==> src/rtl/lut_pattern_sequencer.sv <==
// Steps a 4-input LUT's 16-bit truth table through a programmable pattern list.
// Each advance event delivers the next pattern over the LUT's enable/update handshake.
module lut_pattern_sequencer #(
   parameter int unsigned DEPTH = 8,
   parameter int unsigned AW    = $clog2(DEPTH)
) (
   input  logic          clk_i,
   input  logic          rstn_i,
   input  logic          wr_en_i,
   input  logic [AW-1:0] wr_addr_i,
   input  logic [15:0]   wr_data_i,
   input  logic [AW-1:0] cfg_len_i,
   input  logic          cfg_loop_i,
   input  logic          start_i,
   input  logic          stop_i,
   input  logic          event_i,
   output logic          lut_en_o,
   output logic          lut_update_o,
   output logic [15:0]   lut_cfg_o,
   output logic [AW-1:0] idx_o,
   output logic          busy_o,
   output logic          done_o
);

   typedef enum logic [1:0] {IDLE, RUN, DONE} state_t;

   state_t        state_q, state_d;
   logic [15:0]   mem_q [DEPTH];
   logic [AW-1:0] len_q, len_d;
   logic          loop_q, loop_d;
   logic [AW-1:0] idx_q, idx_d;
   logic [15:0]   cfg_q, cfg_d;
   logic          en_q, en_d;
   logic          upd_q, upd_d;
   logic          busy_q;
   logic          done_q, done_d;
   logic [AW-1:0] rd_addr;
   logic [15:0]   rd_data;

   // NOTE: the pattern file is cleared by reset, so it cannot map onto a reset-less RAM macro.
   always_ff @(posedge clk_i) begin
      if (!rstn_i) begin
         for (int i = 0; i < DEPTH; i++) mem_q[i] <= '0;
      end else if (wr_en_i) begin
         mem_q[wr_addr_i] <= wr_data_i;
      end
   end

   // A same-cycle write to the entry being loaded wins over the stored value.
   always_comb begin
      rd_data = mem_q[rd_addr];
      if (wr_en_i && (wr_addr_i == rd_addr)) rd_data = wr_data_i;
   end

   // NOTE: every signal assigned here gets a default first so no latch is inferred.
   always_comb begin
      state_d = state_q;
      len_d   = len_q;
      loop_d  = loop_q;
      idx_d   = idx_q;
      cfg_d   = cfg_q;
      en_d    = en_q;
      upd_d   = 1'b0;
      done_d  = 1'b0;
      rd_addr = '0;

      if (stop_i) begin
         state_d = IDLE;
         en_d    = 1'b0;
      end else begin
         unique case (state_q)
            IDLE: begin
               if (start_i) begin
                  len_d   = cfg_len_i;
                  loop_d  = cfg_loop_i;
                  idx_d   = '0;
                  cfg_d   = rd_data;
                  en_d    = 1'b1;
                  state_d = RUN;
               end
            end
            RUN: begin
               if (event_i) begin
                  if (idx_q < len_q) begin
                     rd_addr = idx_q + AW'(1);
                     idx_d   = rd_addr;
                     cfg_d   = rd_data;
                     upd_d   = 1'b1;
                  end else if (loop_q) begin
                     idx_d = '0;
                     cfg_d = rd_data;
                     upd_d = 1'b1;
                  end else begin
                     done_d  = 1'b1;
                     state_d = DONE;
                  end
               end
            end
            DONE: begin
               // Enable is already high here, so the LUT needs an explicit update pulse.
               if (start_i) begin
                  len_d   = cfg_len_i;
                  loop_d  = cfg_loop_i;
                  idx_d   = '0;
                  cfg_d   = rd_data;
                  upd_d   = 1'b1;
                  state_d = RUN;
               end
            end
            default: state_d = IDLE;
         endcase
      end
   end

   // NOTE: sequential state uses non-blocking assignments so all registers update together.
   always_ff @(posedge clk_i) begin
      if (!rstn_i) begin
         state_q <= IDLE;
         len_q   <= '0;
         loop_q  <= 1'b0;
         idx_q   <= '0;
         cfg_q   <= '0;
         en_q    <= 1'b0;
         upd_q   <= 1'b0;
         busy_q  <= 1'b0;
         done_q  <= 1'b0;
      end else begin
         state_q <= state_d;
         len_q   <= len_d;
         loop_q  <= loop_d;
         idx_q   <= idx_d;
         cfg_q   <= cfg_d;
         en_q    <= en_d;
         upd_q   <= upd_d;
         busy_q  <= (state_d == RUN);
         done_q  <= done_d;
      end
   end

   assign lut_en_o     = en_q;
   assign lut_update_o = upd_q;
   assign lut_cfg_o    = cfg_q;
   assign idx_o        = idx_q;
   assign busy_o       = busy_q;
   assign done_o       = done_q;

endmodule

==> config.mk <==
export PLATFORM = sky130hd
export DESIGN_NAME = lut_pattern_sequencer
export DESIGN_NICKNAME = d
export VERILOG_FILES = /design/src/rtl/lut_pattern_sequencer.sv
export SDC_FILE = /design/constraint.sdc
export NUM_CORES = 1
export LEC_CHECK = 0
export BUFFER_PORTS_ARGS = -buffer_cell sky130_fd_sc_hd__buf_4
export CAP_MARGIN = 15
export CORE_MARGIN = 2
export CORE_UTILIZATION = 30
export DETAILED_ROUTE_END_ITERATION = 7
export PLACE_DENSITY = 0.55
export SKIP_LAST_GASP = 1
export SYNTH_ARGS = -nofsm -noshare
export SYNTH_HDL_FRONTEND = slang
export SYNTH_SLANG_ARGS = --single-unit
==> constraint.sdc <==
create_clock -name clk_i -period 5.85 [get_ports clk_i]
set_input_delay 1.17 -clock clk_i [delete_from_list [all_inputs] [get_ports clk_i]]
set_output_delay 1.17 -clock clk_i [all_outputs]
set_load 0.02 [all_outputs]
# [Yosys cells after proc, flatten, opt, wreduce, memory -nomap -nowiden]
# Memory sizes are Yosys's and may differ from the RTL's.
# Cells that the tools add are included.
[classes] addsub=1 n_mul=0 n_div=0 magnitude_cmp=1 eq_ne=7 shifts=0 mux=34 n_bitwise=4 n_reduce_logical=10
[op_table] cell="$mux 16" n=6
[op_table] cell="$pmux 16 s2" n=1
[op_table] cell="$mux 3" n=9
[op_table] cell="$reduce_or 16->1" n=1
[op_table] cell="$mux 1" n=10
[op_table] cell="$mux 2" n=5
[op_table] cell="$pmux 3 s2" n=1
[op_table] cell="$reduce_and 5->1" n=1
[op_table] cell="$reduce_or 5->1" n=1
[op_table] cell="$eq 2x1->1 const B" n=2
[op_table] cell="$not 1->1" n=4
[op_table] cell="$pmux 2 s2" n=1
[op_table] cell="$reduce_or 2->1" n=2
[op_table] cell="$add 3x1->3 const B" n=1
[op_table] cell="$eq 3x3->1" n=1
[op_table] cell="$lt 3x3->1" n=1
[op_table] cell="$ne 3x3->1 const B" n=1
[op_table] cell="$reduce_and 3->1" n=1
[op_table] cell="$eq 2x2->1 const B" n=1
[op_table] cell="$logic_not 2->1" n=1
[op_table] cell="$ne 2x1->1 const B" n=1
[op_table] cell="$ne 2x2->1 const B" n=1
[op_table] cell="$pmux 1 s2" n=1
[op_table] cell="$reduce_and 2->1" n=1
[op_table] cell="2 further kinds" n=2
[totals] regBits=29 latchBits=0 ramBits=128 rom_bits=0 in_bits=29 n_memories=1
[memory_table] memory="mem_q" words=8 word_bits=16 rd=1 rd_ports_with_merged_regs=0 write_ports=8 line="28" rtl="logic [15:0] mem_q [DEPTH];"

# [Depth between registers and ports, before layout]
[logic_depth] depth_word=12 depth_mapped=12

# [Worst setup path before layout]
# Ideal clock, no wire load.
[synth_path] path_type="input -> register" startpoint="input rstn_i" endpoint="memory mem_q[5][0], enable pin" setup_time_ps=411 t_arrival_ps=2824 path_slack_ps=2615 cell_stages=3 path_cell_list="clkbuf_1 nand3_1 o21ai_0"
[synth_lines] element="start: declaration" line="8" rtl="input logic rstn_i,"
[synth_lines] element="end: declaration" line="28"

# [Worst setup path after layout]
[layout_path] startpoint="register idx_q[0], in the netlist idx_o[0]" endpoint="register cfg_q[2], in the netlist lut_cfg_o[2]"
[layout_between] elab_chain_cells=12 elab_cells_between_ends=17
[layout_lines] element="start: declaration" line="31" rtl="logic [AW-1:0] idx_q, idx_d;"
[layout_lines] element="start signal: assignment" line="131" rtl="idx_q <= idx_d;"
[layout_lines] element="branches (longest 12 deep; another with $mem_v2 8x16)"
[layout_lines] element="end signal: assignment" line="132" rtl="cfg_q <= cfg_d;"
[layout_lines] element="end: declaration" line="32" rtl="logic [15:0] cfg_q, cfg_d;"
# Parallel ways; which one is timed is not known. The select of a mux whose other input is x is not followed.
# A chain may end at the register's enable or synchronous reset.

==> impl_metrics.env <==
export IMPL_status="complete, no violations"
export IMPL_die_width_um=160.7
export IMPL_critPathRequiredTime_ns=6.21
export IMPL_synth_compound_area_frac=0.1017
export IMPL_wl_per_cell_um=18.44
export IMPL_synthMuxAreaShare=0.09676
export IMPL_powerDensity_nw_per_um2=294.6
export IMPL_dieArea_sq_um=25840
export IMPL_hp_class="flip-flop to flip-flop"
export IMPL_drive_gt1_frac=0.2158
export IMPL_maxCapViolCount=0
export IMPL_synth_edf_count=128
export IMPL_crit_chain="buf_4, ha_1, xor2_2, buf_4, xnor2_1, nand4b_1, a211o_4, nor3_4, a221o_1"
export IMPL_r2r_cells=9
export IMPL_first_pass_iters=4
export IMPL_ir_worst_vdd_uv=216.4
export IMPL_ctsLongestPathBuffers=2
export IMPL_fin_crit_ns=3.362
export IMPL_fin_nets=630
export IMPL_post_cts_buffers=0
export IMPL_start_util=0.3040
export IMPL_fin_crit_sh=0.5747
export IMPL_syn_area_per_cell_sq_um=13.60
export IMPL_cp_slowest_cell="nor3_4"
export IMPL_worstSetupPathType="flip-flop to flip-flop"
export IMPL_synthFlopType="edfxtp_1"
export IMPL_cts_sinks=157
export IMPL_die_h_um=160.7
export IMPL_wl_um=17170
export IMPL_rsz0062_at_grt="no"
export IMPL_ys_ff_latch=157
export IMPL_postPlaceCellArea_sq_um=8084
export IMPL_skew_ns=0.02086
export IMPL_cts_inserted_buffers=17
export IMPL_finish_instance_area_sq_um=8680
export IMPL_grt_overflow_total=0
export IMPL_syn_nets=578
export IMPL_drt_iter0_markers=333
export IMPL_cp_start_kind="flip-flop"
export IMPL_slew_headroom=0.2659
export IMPL_first_global_vias=4590
export IMPL_crit_fanout=40
export IMPL_grt_pass1_wl_um=26880
export IMPL_htreeDepth=4
export IMPL_final_util=0.3579
export IMPL_finalSetupViolCount=0
export IMPL_synth_top_family_by_area="simple AND/OR/NAND/NOR gates"
export IMPL_io_pins=52
export IMPL_nFillCells=2332
export IMPL_syn_inst=542
export IMPL_worst_slew_pin_slew_ns=1.098
export IMPL_core_sq_um=24250
export IMPL_ys_types=48
export IMPL_setup_tns_ns=0
export IMPL_layout_setup_ws_ns=2.488
export IMPL_crit_path_frequent_cell="buf_4"
export IMPL_grt_max_degree=41
export IMPL_port_buffer_count=51
export IMPL_cts_tree="built"
export IMPL_dp_hpwl_um=11140
export IMPL_final_hold_violation_count=0
export IMPL_ys_warn_count=0
export IMPL_clock_latency_ns=0.43
export IMPL_cts_hold_buf=0
export IMPL_finalMaxSlewViolations=0
export IMPL_cpPeakStageDelay_ns=0.58
export IMPL_via_per_inst=4.783
export IMPL_leakagePower_nw=3.089
export IMPL_clk_root_buffer_cell="clkbuf_16"
export IMPL_arrival_ns=3.72
export IMPL_synthAdderAreaFrac=0.01188
export IMPL_gp_congestion=0.7811
export IMPL_holdPathStages=2
export IMPL_ys_seq_area_frac=0.6002
export IMPL_synthXorXnorAreaFrac=0.003395
export IMPL_cts_resized=0
export IMPL_rows=57
export IMPL_syn2layout_area_growth_pct=17.76
export IMPL_async_flop_share=0
export IMPL_grt_use_total=0.1386
export IMPL_vias=4453
export IMPL_ant_nets=0
export IMPL_place_worst_setup_slack_ns=2.216
export IMPL_clk_pin_slew_ns=0.06
export IMPL_critPathCaptureType="flip-flop"
export IMPL_drc=0
export IMPL_synthesis_area_sq_um=7371
export IMPL_antenna_found_initial=0
export IMPL_synthSimpleGateAreaFrac=0.1574
export IMPL_p_total_mw=2.557
export IMPL_antenna_cells=0
export IMPL_fmax_ghz=0.2975
[flip-flops by register name (all words and copies together) (netlist names), 2 cells and up]
name / flops
lut_cfg_o: 16
mem_q: 128
len_q: 3
idx_o: 3
state_q: 2
[layer usage]
metal,GRT usage,share of wire,wire length [um]
met1,0.1877,0.46,7854
met2,0.2222,0.49,8440
met3,0.02557,0.040,688
met4,0.05317,0.011,185
met5,0,0,0
[synth_stat cells (9+ instances only)]
cell type / count / area [sq um]
clkbuf_1: 18 / 67.56
mux2i_1: 33 / 330.3
inv_1: 9 / 33.78
a211oi_1: 16 / 120.1
o21ai_0: 9 / 45.04
a21oi_1: 23 / 115.1
dfxtp_1: 29 / 580.6
edfxtp_1: 128 / 3844
a221o_1: 16 / 160.2
and2_1: 130 / 813.3
a2111oi_2: 10 / 150.1
nor2_1: 22 / 82.58
mux4_2: 17 / 382.9
[worst paths after layout]
path	from	endpoint	slack (ns)
setup reg to reg	idx_o[0]$_SDFFE_PN0P_	lut_cfg_o[2]$_SDFFE_PN0P_	2.49
hold reg to reg	lut_en_o$_SDFFE_PP0P_	lut_en_o$_SDFFE_PP0P_	0.47
setup / recovery	idx_o[0]$_SDFFE_PN0P_	lut_cfg_o[2]$_SDFFE_PN0P_	2.49
hold / removal	lut_en_o$_SDFFE_PP0P_	lut_en_o$_SDFFE_PP0P_	0.47
[logic make-up (layout without fill, tap and decap cells)]
logic type	count (synthesis)	count (layout)
and+or+nand+nor	191	191
muxes	50	50
AOI/OAI and AO/OA	92	92
DFF	157	157
xor gates and xnor gates	2	2
adders and majority gates	7	7
buffers and inverters	43	108
[cells in the final DEF (no fill, tap or decap), drive strengths merged, types with 13 or more instances in the layout]
master,netlist,routed
and2,130,130
edfxtp,128,128
buf,15,66
mux2i,33,33
dfxtp,29,29
a21oi,24,24
nor2,24,24
clkbuf,18,20
mux4,17,17
a211oi,16,16
a221o,16,16
a2111oi,15,15
inv,9,13
[where the power goes]
group,switching (mW),internal (mW)
sequential,0.0216,1.27
combinational,0.109,0.0706
clock,0.449,0.632
[metrics by stage]
| stage | hold WS, ns | instances |
|---|---|---|
| floorplan | 0.4410 | 542 |
| global placement | 0.4618 | 896 |
| detailed placement | 0.4616 | 897 |
| CTS | 0.4761 | 929 |
| global route | 0.5227 | 931 |
| finish | 0.4727 | 931 |
[critical path, delay by kind of cell (launching register included)]
family / cells / cell delay [ns]
DFF: 1 / 0.31
xor gates and xnor gates: 2 / 0.32
buffers and inverters: 2 / 0.90
AOI/OAI and AO/OA: 2 / 0.66
adders and majority gates: 1 / 0.35
and+or+nand+nor: 2 / 0.74
[cell type report]
type	count	area (sq um)	share of cell area
sequential	157	4425	0.5099
inverter	10	37.54	0.004325
clock buffer	20	436.7	0.05031
timing repair buffer	66	503.0	0.05795
clock inverter	12	136.4	0.01571
tap	324	405.4	0.04671
multi-input combinational	342	2735	0.3151
Note: power is estimated with default switching activity, not from simulation.
